==> src/rtl/frame_cfg_pkg.sv <==
// rtl/frame_cfg_pkg.sv - shared types and constants for the column frame configuration loader
//
// Purpose: loader state encoding, sync/desync words and command field layout,
// shared by frame_config_loader and frame_strobe_decoder.
package frame_cfg_pkg;

    typedef enum logic [2:0] {
        ST_IDLE   = 3'd0,
        ST_CMD    = 3'd1,
        ST_DATA   = 3'd2,
        ST_STROBE = 3'd3,
        ST_HOLD   = 3'd4
    } state_e;

    localparam int WORD_W = 32;

    localparam logic [WORD_W-1:0] SYNC_WORD   = 32'hFAB0_FAB1;
    localparam logic [WORD_W-1:0] DESYNC_WORD = 32'hFAB0_FAB0;

    // Command word layout: frame index in the low byte, upper bits reserved.
    localparam int CMD_IDX_LSB = 0;
    localparam int CMD_IDX_W   = 8;

endpackage

==> src/rtl/frame_strobe_decoder.sv <==
// rtl/frame_strobe_decoder.sv - frame index to one-hot latch strobe decoder
//
// Purpose: combinational decode of a frame index into a one-hot strobe vector.
// Indices at or beyond NumFrames decode to all-zero, as does en_i low.
// Ports:
//   idx_i     in   CMD_IDX_W   frame index
//   en_i      in   1           decode enable
//   onehot_o  out  NumFrames   one-hot strobe, all zero when disabled/out of range
module frame_strobe_decoder
    import frame_cfg_pkg::*;
#(
    parameter int NumFrames = 20
) (
    input  logic [CMD_IDX_W-1:0] idx_i,
    input  logic                 en_i,
    output logic [NumFrames-1:0] onehot_o
);

    always_comb begin
        onehot_o = '0;
        for (int i = 0; i < NumFrames; i++) begin
            onehot_o[i] = en_i && ({24'd0, idx_i} == 32'(i));
        end
    end

endmodule

==> src/rtl/frame_config_loader.sv <==
// rtl/frame_config_loader.sv - bitstream word stream to column frame + one-hot latch strobe
//
// Purpose: hunts for the sync word, then per command assembles NumRows data words
// into FrameData and pulses one FrameStrobe bit for a single cycle.
// Ports:
//   CLK          in   1                          clock
//   RST          in   1                          asynchronous active-high reset
//   WordIn       in   32                         bitstream word
//   WordValid    in   1                          WordIn valid
//   WordReady    out  1                          WordIn accepted this cycle
//   FrameData    out  NumRows*FrameBitsPerRow    assembled frame, row r at [r*32 +: 32]
//   FrameStrobe  out  MaxFramesPerCol            one-hot latch strobe
//   Busy         out  1                          not in IDLE
//   Err          out  1                          sticky out-of-range command flag
module frame_config_loader
    import frame_cfg_pkg::*;
#(
    parameter int                 FrameBitsPerRow = 32,
    parameter int                 MaxFramesPerCol = 20,
    parameter int                 NumRows         = 4,
    parameter logic [WORD_W-1:0]  SyncWord        = SYNC_WORD,
    parameter logic [WORD_W-1:0]  DesyncWord      = DESYNC_WORD
) (
    input  logic                                CLK,
    input  logic                                RST,
    input  logic [WORD_W-1:0]                   WordIn,
    input  logic                                WordValid,
    output logic                                WordReady,
    output logic [NumRows*FrameBitsPerRow-1:0]  FrameData,
    output logic [MaxFramesPerCol-1:0]          FrameStrobe,
    output logic                                Busy,
    output logic                                Err
);

    localparam int RW = (NumRows > 1) ? $clog2(NumRows) : 1;

    state_e                               state_q, state_d;
    logic [RW-1:0]                        rowcnt_q, rowcnt_d;
    logic [CMD_IDX_W-1:0]                 idx_q, idx_d;
    logic                                 drop_q, drop_d;
    logic                                 err_q, err_d;
    logic                                 ready_en_q;
    logic [NumRows*FrameBitsPerRow-1:0]   frame_q, frame_d;
    logic [MaxFramesPerCol-1:0]           strobe_q, strobe_d;
    logic [CMD_IDX_W-1:0]                 cmd_idx;
    logic                                 xfer;

    assign cmd_idx = WordIn[CMD_IDX_LSB +: CMD_IDX_W];

    // ready_en_q holds WordReady low for the first cycle after reset release.
    assign WordReady = ready_en_q &&
                       (state_q == ST_IDLE || state_q == ST_CMD || state_q == ST_DATA);
    assign xfer      = WordValid && WordReady;

    always_comb begin
        state_d  = state_q;
        rowcnt_d = rowcnt_q;
        idx_d    = idx_q;
        drop_d   = drop_q;
        err_d    = err_q;
        frame_d  = frame_q;
        case (state_q)
            ST_IDLE: begin
                if (xfer && WordIn == SyncWord) begin
                    state_d = ST_CMD;
                end
            end
            ST_CMD: begin
                if (xfer) begin
                    if (WordIn == DesyncWord) begin
                        state_d = ST_IDLE;
                    end else begin
                        idx_d    = cmd_idx;
                        rowcnt_d = '0;
                        state_d  = ST_DATA;
                        drop_d   = ({24'd0, cmd_idx} >= 32'(MaxFramesPerCol));
                        if (drop_d) begin
                            err_d = 1'b1;
                        end
                    end
                end
            end
            ST_DATA: begin
                if (xfer) begin
                    for (int r = 0; r < NumRows; r++) begin
                        if (rowcnt_q == RW'(r)) begin
                            frame_d[r*FrameBitsPerRow +: FrameBitsPerRow] = WordIn;
                        end
                    end
                    if (rowcnt_q == RW'(NumRows - 1)) begin
                        state_d = ST_STROBE;
                    end else begin
                        rowcnt_d = rowcnt_q + 1'b1;
                    end
                end
            end
            ST_STROBE: begin
                state_d = ST_HOLD;
            end
            ST_HOLD: begin
                drop_d  = 1'b0;
                state_d = ST_CMD;
            end
            default: begin
                state_d = ST_IDLE;
            end
        endcase
    end

    // The strobe is registered from the next state so it is glitch-free and
    // coincides exactly with the STROBE state.
    frame_strobe_decoder #(
        .NumFrames (MaxFramesPerCol)
    ) u_strobe_dec (
        .idx_i    (idx_q),
        .en_i     ((state_d == ST_STROBE) && !drop_q),
        .onehot_o (strobe_d)
    );

    always_ff @(posedge CLK or posedge RST) begin
        if (RST) begin
            state_q    <= ST_IDLE;
            rowcnt_q   <= '0;
            idx_q      <= '0;
            drop_q     <= 1'b0;
            err_q      <= 1'b0;
            ready_en_q <= 1'b0;
            frame_q    <= '0;
            strobe_q   <= '0;
        end else begin
            state_q    <= state_d;
            rowcnt_q   <= rowcnt_d;
            idx_q      <= idx_d;
            drop_q     <= drop_d;
            err_q      <= err_d;
            ready_en_q <= 1'b1;
            frame_q    <= frame_d;
            strobe_q   <= strobe_d;
        end
    end

    assign FrameData   = frame_q;
    assign FrameStrobe = strobe_q;
    assign Busy        = (state_q != ST_IDLE);
    assign Err         = err_q;

endmodule

==> config.mk <==
export PLATFORM = sky130hd
export DESIGN_NAME = frame_config_loader
export DESIGN_NICKNAME = d
export VERILOG_FILES = /design/src/rtl/frame_cfg_pkg.sv /design/src/rtl/frame_strobe_decoder.sv /design/src/rtl/frame_config_loader.sv
export SDC_FILE = /design/constraint.sdc
export NUM_CORES = 1
export LEC_CHECK = 0
export CORE_MARGIN = 5
export CORE_UTILIZATION = 51
export CTS_CLUSTER_DIAMETER = 150
export DETAILED_ROUTE_END_ITERATION = 8
export HOLD_SLACK_MARGIN = 0.06
export PLACE_DENSITY = 0.85
export SLEW_MARGIN = 20
export SYNTH_ARGS = -nofsm -noshare
export SYNTH_HDL_FRONTEND = slang
export SYNTH_SLANG_ARGS = --single-unit
export TNS_END_PERCENT = 50
==> constraint.sdc <==
create_clock -name CLK -period 8.9 [get_ports CLK]
set_clock_uncertainty 0.2 [all_clocks]
set_input_delay 1.78 -clock CLK [delete_from_list [all_inputs] [get_ports CLK]]
set_output_delay 1.78 -clock CLK [all_outputs]
set_load 0.01 [all_outputs]
==> results.md, run 1 <==
- Post-synth EDFFs: 0
- DR vias: 4,406
- Die height: about 120 um
- Number of global-route vias before repair: 4,689
- Post-synth top area share: 62.3%
- Most used DFF post-synth: dfrtp_1
- Worst hold path type: reg -> reg
- PwrDens: 305 nW/um^2
- ANT cells: 0
- Critical path peak fanout: 8
- Hold Slack: 283 ps
- Critical-path cell list: clkdlybuf4s50_1 > and4b_1 > nand4_2 > o311ai_1 > buf_4 > mux2_2
- Flop pwr share: between 30 and 40%
- I/O Buffers: 185
- RR Startpoint: state_q[0]$_DFF_PP0_
- Worst setup path endpoint: idx_q[6]$_DFFE_PP0P_
- RSZ-0062 raised after global routing: false
- Comb power frac: 32.1%
- Max Cap Viol: 0
- Clock sinks: 164
- # IOs: approximately 190
- Area Overhead vs Synth: 40.5%
- Req. time, crit path: approximately 9000 ps
- Reg clk slew, reported paths: about 60 ps
- Worst reg2reg path depth: 4
- Final Hold Vio Count: 0
- Most frequent cell after synthesis: dfrtp_1
- Seq/Total Area, Yosys: 62.3%
- Syn Nets: 472
- Overall routing resource usage: 22.6%
- P_leak: 4.16 nW
- Final TNS setup: 0 ps
- Min cycle time layout: 3980 ps
- R2r endpoint: FrameData[124]$_DFFE_PP0P_
- R2R setup slack: 6240 ps
- Final Cycle Share: 44.8%
- # fillers: between 800 and 900
- Vias per cell: roughly 5.5
- Clock power share: approximately 28%
- Initial antenna violation count: 0
- Setup Crit Path Kind: in -> reg
- CORE AREA: 12,600 um^2
- CTS tree: yes
- DR pass1 iterations: 4
- Achievable Freq: 0.251 GHz
- Top cells by area, synth: dfrtp_1, mux2_2, a211oi_1
- Clk buf depth: 2
- CP endpoint kind: flop
- YS warnings: 0
- Power Total: ~2.8 mW
- Flops & latches, synth: 164
- Final WL: between 15,000 and 20,000 um
- Row count: 41
- Async SR Flop Fraction: 100%
- Total CTS buffers: 17
- Setup Fix Bufs, Post-CTS: 0
- Net switching fraction of the power: 28.3%
- Largest area contributor in the netlist: dfrtp_1
- Post-synth cell types: 44
- Detail Placement HPWL: 11,300 um
- Resized Gates After CTS: 0
- Psw: around 0.8 mW
- Crit start category: input port
- Max incr delay on CP: 650 ps
- Die X: 124 um
- Die Footprint: approximately 15,000 um^2
- Finish-stage setup viols: 0
- Clk Latency, worst-skew pair: 420 ps
- Effective utilization at floorplan: a little over half
- Worst Max-Slew Pin Slew: between 1000 and 1500 ps
- Most instantiated cells after synthesis: dfrtp_1, mux2_2, a211oi_1
- Fin nets: about 660
- GRT overflow: 0
- DR DRC count: 0
- Crit-path leading delay family: buffers and inverters
- Max-Slew Margin vs Limit: between 30% and 40%
- Hold-fix buffers at CTS: 0
- Share of cells above drive strength 1: between 30% and 40%
- Bufs and invs on worst path: 2
- WL per Instance: 20.5 um
- DR iter-0 viols: 192
- CTS H-tree depth: 4
- Critical path data arrival time: ~4000 ps
- Slowest cell on crit path: clkdlybuf4s50_1
- Remaining antenna violation count: 0
- Syn Std Cell Area: between 6000 and 7000 um^2
- Pins over their slew limit: 0
- Final core occ: 73.4%
- Status: complete, no violations
- Root Buffer: clkbuf_16
- Synth Area per Inst: 15.2 um^2
- Worst VDD drop: 180 uV
- Synth Instances: about 430
- First-pass GRT wire length: 25,900 um
- Crit path launch: WordIn[4]
- Internal power: approximately 2.0 mW
- GPL Wtd Cong: 0.823
- Largest net degree at the start of global routing: 97
- CP Depth: 6
[placed cells by master (no fill, tap or decap), drive strengths merged, types with 4 or more instances in the layout]
master and instances:
a2111oi 6, a211oi 18, and4bb 4, buf 6, bufinv 5, clkbuf 19, clkdlybuf4s50 185, clkinv 5
dfrtp 164, ha 4, mux2 136, nand2 9, nand3 11, nand4 10, nand4b 4, nor2 5
nor2b 4
[registers in the layout (all words and copies together) (netlist names)]
register / cells
Err: 1
idx_q: 8
FrameStrobe: 20
state_q: 3
drop_q: 1
ready_en_q: 1
FrameData: 128
rowcnt_q: 2
[power by group through the flow]
| stage | registers (mW) | clock network (mW) | logic, mW |
|---|---|---|---|
| floorplan | 1.19 | 0 | 0.299 |
| global placement | 1.11 | 0 | 0.889 |
| detailed placement | 1.13 | 0 | 0.913 |
| CTS | 1.12 | 0.816 | 0.920 |
| global route | 1.15 | 0.848 | 0.965 |
| finish | 1.12 | 0.803 | 0.907 |
[cell families (layout without fill, tap and decap cells)]
group / after synthesis / after routing / share of synthesized area, %
AOI/OAI and AO/OA: 34 / 34 / 4.86
DFF: 164 / 164 / 62.3
other: 1 / 1 / 0.0569
adders and majority gates: 4 / 4 / 0.759
muxes: 138 / 138 / 23.5
and+or+nand+nor: 65 / 65 / 6.57
buffers and inverters: 27 / 226 / 1.94
[how the worst min path moves through the flow]
stage	from	to	slack [ps]	depth (start not counted)
finish	Err$_DFFE_PP0P_	Err$_DFFE_PP0P_	280	1
global route	Err$_DFFE_PP0P_	Err$_DFFE_PP0P_	300	1
CTS	Err$_DFFE_PP0P_	Err$_DFFE_PP0P_	290	1
detailed placement	Err$_DFFE_PP0P_	Err$_DFFE_PP0P_	270	1
global placement	Err$_DFFE_PP0P_	Err$_DFFE_PP0P_	280	1
floorplan	idx_q[5]$_DFFE_PP0P_	idx_q[5]$_DFFE_PP0P_	280	1
[layout make-up]
cell class / count / area, um^2 / share of cell area [%]
Sequential cell: 164 / 4100 / 44.3
Timing Repair Buffer: 191 / 1900 / 20.5
Clock buffer: 19 / 453 / 4.89
Inverter: 3 / 16.3 / 0.176
Clock inverter: 13 / 205 / 2.22
Tap cell: 172 / 215 / 2.32
Multi-Input combinational cell: 242 / 2370 / 25.6
[per-layer routing]
layer	track usage (%)	share of wire (%)
met1	26.6	39
met2	38.2	52
met3	7.08	6.5
met4	9.83	2.8
met5	0	0
[per-stage QoR]
| stage | std cells | cell area (um^2) | setup slack, ps |
|---|---|---|---|
| 4_1_cts | 804 | 9260 | 4930 |
| 5_1_grt | 804 | 9260 | 4860 |
| 6_report | 804 | 9260 | 4920 |
| 3_3_place_gp | 772 | 8600 | 4610 |
| 3_5_place_dp | 772 | 8600 | 4520 |
| 2_1_floorplan | 433 | 6590 | 2490 |
Note: power is estimated with default switching activity, not from simulation.
==> inputs of run 2 (changes only) <==
- CORE_UTILIZATION: 51 -> 48
- PLACE_DENSITY: 0.85 -> 0.8
- clock period: 8.9 -> 3.7 ns (I/O delays scaled with it)
==> results.md, run 2 (synthesis gave the netlist of run 1 again) <==
- Die X: 127 um
- GRT overflow: 0
- Critical path data arrival time: 1860 ps
- Number of global-route vias before repair: around 4,700
- ANT cells: 0
- Reg clk slew, reported paths: 50 ps
- DR DRC count: 0
- Worst Max-Slew Pin Slew: 872 ps
- # fillers: roughly 970
- Max reg flops: around 130
- Most frequent cells in the layout: clkdlybuf4s50_1, dfrtp_1, mux2_2
- Min cycle time layout: 2800 ps
- Crit-path leading delay family: flip-flops
- Fin nets: between 600 and 700
- Req. time, crit path: 2760 ps
- # IOs: 186
- CTS tree: yes
- Final Hold Vio Count: 0
- Overall routing resource usage: 20.4%
- Final WL: 16,000 um
- Clk Latency, worst-skew pair: 420 ps
- R2r endpoint: FrameData[19]$_DFFE_PP0P_
- Detail Placement HPWL: roughly 11,000 um
- DR pass1 iterations: 4
- Setup Fix Bufs, Post-CTS: 0
- Area Overhead vs Synth: 40.0%
- I/O Buffers: 185
- Final Cycle Share: between 70% and 80%
- Resized Gates After CTS: 0
- First-pass GRT wire length: 25,700 um
- Effective utilization at floorplan: 49.4%
- Worst setup path endpoint: Busy
- Critical-path cell list: or3_1 > clkdlybuf4s50_1
- Max incr delay on CP: 520 ps
- Largest net degree at the start of global routing: 165
- Slowest cell on crit path: dfrtp_1
- Critical path peak fanout: 12
- CORE AREA: 13,300 um^2
- CP Depth: 2
- Multi-input gate area: ~2400 um^2
- Initial antenna violation count: 0
- P_leak: 4.15 nW
- Pins over their slew limit: 0
- Root Buffer: clkbuf_16
- Status: complete, no violations
- DR vias: 4,316
- Share of cells above drive strength 1: 30.0%
- Max-Slew Margin vs Limit: a little over two fifths
- Achievable Freq: 0.357 GHz
- PwrDens: 710 nW/um^2
- Most common cell after layout, fill and taps aside: clkdlybuf4s50_1
- Row count: 42
- Worst hold path type: reg -> reg
- DR iter-0 viols: 251
- Final core occ: roughly 69%
- Max Cap Viol: 0
- Worst VDD drop: 429 uV
- R2R setup slack: between 1000 and 1500 ps
- Bufs and invs on worst path: 1
- Crit start category: flop
- WL per Instance: 19.9 um
- Setup Crit Path Kind: reg -> out
- CTS H-tree depth: 4
- Hold-fix buffers at CTS: 0
- CP endpoint kind: primary output
- Finish-stage setup viols: 0
- Die height: 127 um
- Final TNS setup: 0 ps
- Clk buf depth: 2
- Clock sinks: 164
- Total CTS buffers: 17
- RR Startpoint: state_q[0]$_DFF_PP0_
- Worst reg2reg path depth: 5
- RSZ-0062 raised after global routing: false
- Register area: just over 4000 um^2
- Remaining antenna violation count: 0
- Die Footprint: 16,200 um^2
- Vias per cell: 5.35
- GPL Wtd Cong: 0.759
- Crit path launch: state_q[2]$_DFF_PP0_
## run 2: stage by stage
step           hold slack [ps]  cell area (um^2)  worst slack (ps)  power, mW  std cells
2_1_floorplan              280              6590               675       3.59        433
3_3_place_gp               287              8660               566       4.81        778
3_5_place_dp               291              8660               494       4.89        778
4_1_cts                    305              9230               899       6.62        807
5_1_grt                    310              9230               784       6.88        807
6_report                   302              9230               901       6.55        807
## run 2: worst min path at each step
stage | cells past startpoint | endpoint | startpoint | slack [ps]
6_report | 1 | FrameData[107]$_DFFE_PP0P_ | FrameData[107]$_DFFE_PP0P_ | 300
5_1_grt | 1 | FrameData[37]$_DFFE_PP0P_ | FrameData[37]$_DFFE_PP0P_ | 310
4_1_cts | 1 | FrameData[78]$_DFFE_PP0P_ | FrameData[78]$_DFFE_PP0P_ | 300
3_5_place_dp | 1 | FrameData[78]$_DFFE_PP0P_ | FrameData[78]$_DFFE_PP0P_ | 290
3_3_place_gp | 1 | FrameData[68]$_DFFE_PP0P_ | FrameData[68]$_DFFE_PP0P_ | 290
2_1_floorplan | 1 | idx_q[5]$_DFFE_PP0P_ | idx_q[5]$_DFFE_PP0P_ | 280
## run 2: final cells by class
class | instances | share of cell area [%]
Multi-Input combinational cell | 242 | 25.7
Clock inverter | 6 | 1.14
Timing Repair Buffer | 193 | 21.1
Inverter | 3 | 0.163
Sequential cell | 164 | 44.5
Clock buffer | 23 | 4.96
Tap cell | 176 | 2.39
## run 2: metal layers
metal | GRT usage [%] | vias to the layer above | part of all wire (%)
li1 | - | 1969 | -
met1 | 26.3 | 2192 | 41
met2 | 33.2 | 134 | 50
met3 | 6.18 | 21 | 6.5
met4 | 7.13 | 0 | 2.0
met5 | 0 | - | 0
## run 2: worst reg2reg max path: cells and delay by family, from the launching register on
kind                   cells  cell delay, ps
and+or+nand+nor            3            1080
DFF                        1             450
muxes                      1             340
buffers and inverters      1             330
## run 2: where the power goes
part / internal (mW) / switching, mW
registers: 2.34 / 0.344
clock network: 1.06 / 0.640
logic: 1.32 / 0.852
total: 4.72 / 1.84
==> inputs of run 3 (changes only) <==
- clock period: 3.7 -> 2.8 ns (I/O delays scaled with it)
==> results.md, run 3 (synthesis gave the netlist of run 1 again) <==
- Status: complete, no violations
- Final WL: approximately 17,000 um
- Critical path peak fanout: 12
- Area Overhead vs Synth: 44.3%
- Setup Crit Path Kind: reg -> out
- Reg clk slew, reported paths: about 60 ps
- RSZ-0062 raised after global routing: false
- RR Startpoint: rowcnt_q[0]$_DFFE_PP0P_
- Fin nets: 700
- Req. time, crit path: 2040 ps
- Min-Delay Startpoint: FrameData[75]$_DFFE_PP0P_
- P_leak: 4.33 nW
- PwrDens: 906 nW/um^2
- Hold endpoint: FrameData[75]$_DFFE_PP0P_
- Final Cycle Share: 92.8%
- Remaining antenna violation count: 0
- GPL Wtd Cong: 0.830
- Max-Slew Margin vs Limit: 65.2%
- Die Footprint: 16,200 um^2
- Critical path data arrival time: 1840 ps
- CORE AREA: 13,300 um^2
- Hold Slack: 301 ps
- Final instance area: roughly 9500 um^2
- # fillers: 942
- Die X: 127 um
- DR pass1 iterations: 4
- Final WS setup: 200 ps
- Row count: 42
- Max Cap Viol: 0
- Worst VDD drop: 526 uV
- Clk Latency, worst-skew pair: slightly above 400 ps
- Effective utilization at floorplan: 49.4%
- Max reg flops: around 130
- Min cycle time layout: 2600 ps
- Crit start category: flop
- First-pass GRT wire length: 27,100 um
- Vias per cell: approximately 5.3
- Hold path cells: 1
- R2R setup slack: 390 ps
- I/O Buffers: 185
- Resized Gates After CTS: 0
- Clk buf depth: 2
- Worst reg2reg path depth: 5
- Number of global-route vias before repair: ~5,000
- Setup Fix Bufs, Post-CTS: 0
- CP endpoint kind: primary output
- Total CTS buffers: 17
- CTS H-tree depth: 4
- WL per Instance: 19.7 um
- Clock sinks: between 150 and 200
- Detail Placement HPWL: around 12,000 um
- Area after DPL: 8960 um^2
- Most frequent cells in the layout: clkdlybuf4s50_1, dfrtp_1, mux2_2
- Share of cells above drive strength 1: 34.4%
- Largest net degree at the start of global routing: 94
- DR vias: 4,471
- Die height: about 130 um
- # IOs: 186
- Root Buffer: clkbuf_16
- Achievable Freq: roughly 0.38 GHz
- Power Total: roughly 8.6 mW
- Worst hold path type: reg -> reg
- ANT cells: 0
- DR DRC count: 0
- DR iter-0 viols: 227
- Initial antenna violation count: 0
- Overall routing resource usage: 21.7%
- Finish-stage setup viols: 0
- GRT overflow: 0
- Most common cell after layout, fill and taps aside: clkdlybuf4s50_1
- Crit path launch: state_q[2]$_DFF_PP0_
- R2r endpoint: rowcnt_q[0]$_DFFE_PP0P_
- Final Hold Vio Count: 0
- Dpl ws: -66.4 ps
- Hold-fix buffers at CTS: 0
- CTS tree: yes
- Pins over their slew limit: 0
- Worst Max-Slew Pin Slew: 521 ps
-- run 3: metrics by stage --
stage	utilization (%)	cells	setup TNS, ps
floorplan	-	433	-7350
global placement	67.2	818	-406
detailed placement	67.2	818	-653
CTS	71.2	848	0
global route	71.2	848	0
finish	71.2	848	0
-- run 3: final cells by class --
type                            instances  area, um^2  share of cell area [%]
Clock buffer                           25         495                    5.21
Clock inverter                          5        50.0                   0.526
Inverter                                3        15.0                   0.158
Multi-Input combinational cell        242        2370                    25.0
Sequential cell                       164        4100                    43.2
Tap cell                              176         220                    2.32
Timing Repair Buffer                  233        2250                    23.7
-- run 3: metal layers --
| metal | share of wire [%] | wire, um | vias up | GRT usage, % |
|---|---|---|---|---|
| met2 | 51 | 8530 | 145 | 36.5 |
| li1 | - | - | 2049 | - |
| met3 | 6.1 | 1020 | 29 | 6.59 |
| met4 | 2.8 | 464 | 0 | 9.15 |
| met5 | 0 | 0 | - | 0 |
| met1 | 40 | 6730 | 2248 | 26.1 |
-- run 3: worst max path at each step --
stage and to:
2_1_floorplan Err$_DFFE_PP0P_, 3_3_place_gp idx_q[2]$_DFFE_PP0P_, 3_5_place_dp idx_q[5]$_DFFE_PP0P_, 4_1_cts Busy
5_1_grt Busy, 6_report Busy
-- run 3: power by group --
group | switching (mW) | internal [mW]
Combinational | 1.15 | 1.78
Clock | 0.841 | 1.30
Sequential | 0.460 | 3.09
-- run 3: worst max-delay path: stages (launching register included) --
cell	delay, ps
dfrtp_1	510
or3_1	420
clkdlybuf4s50_1	500
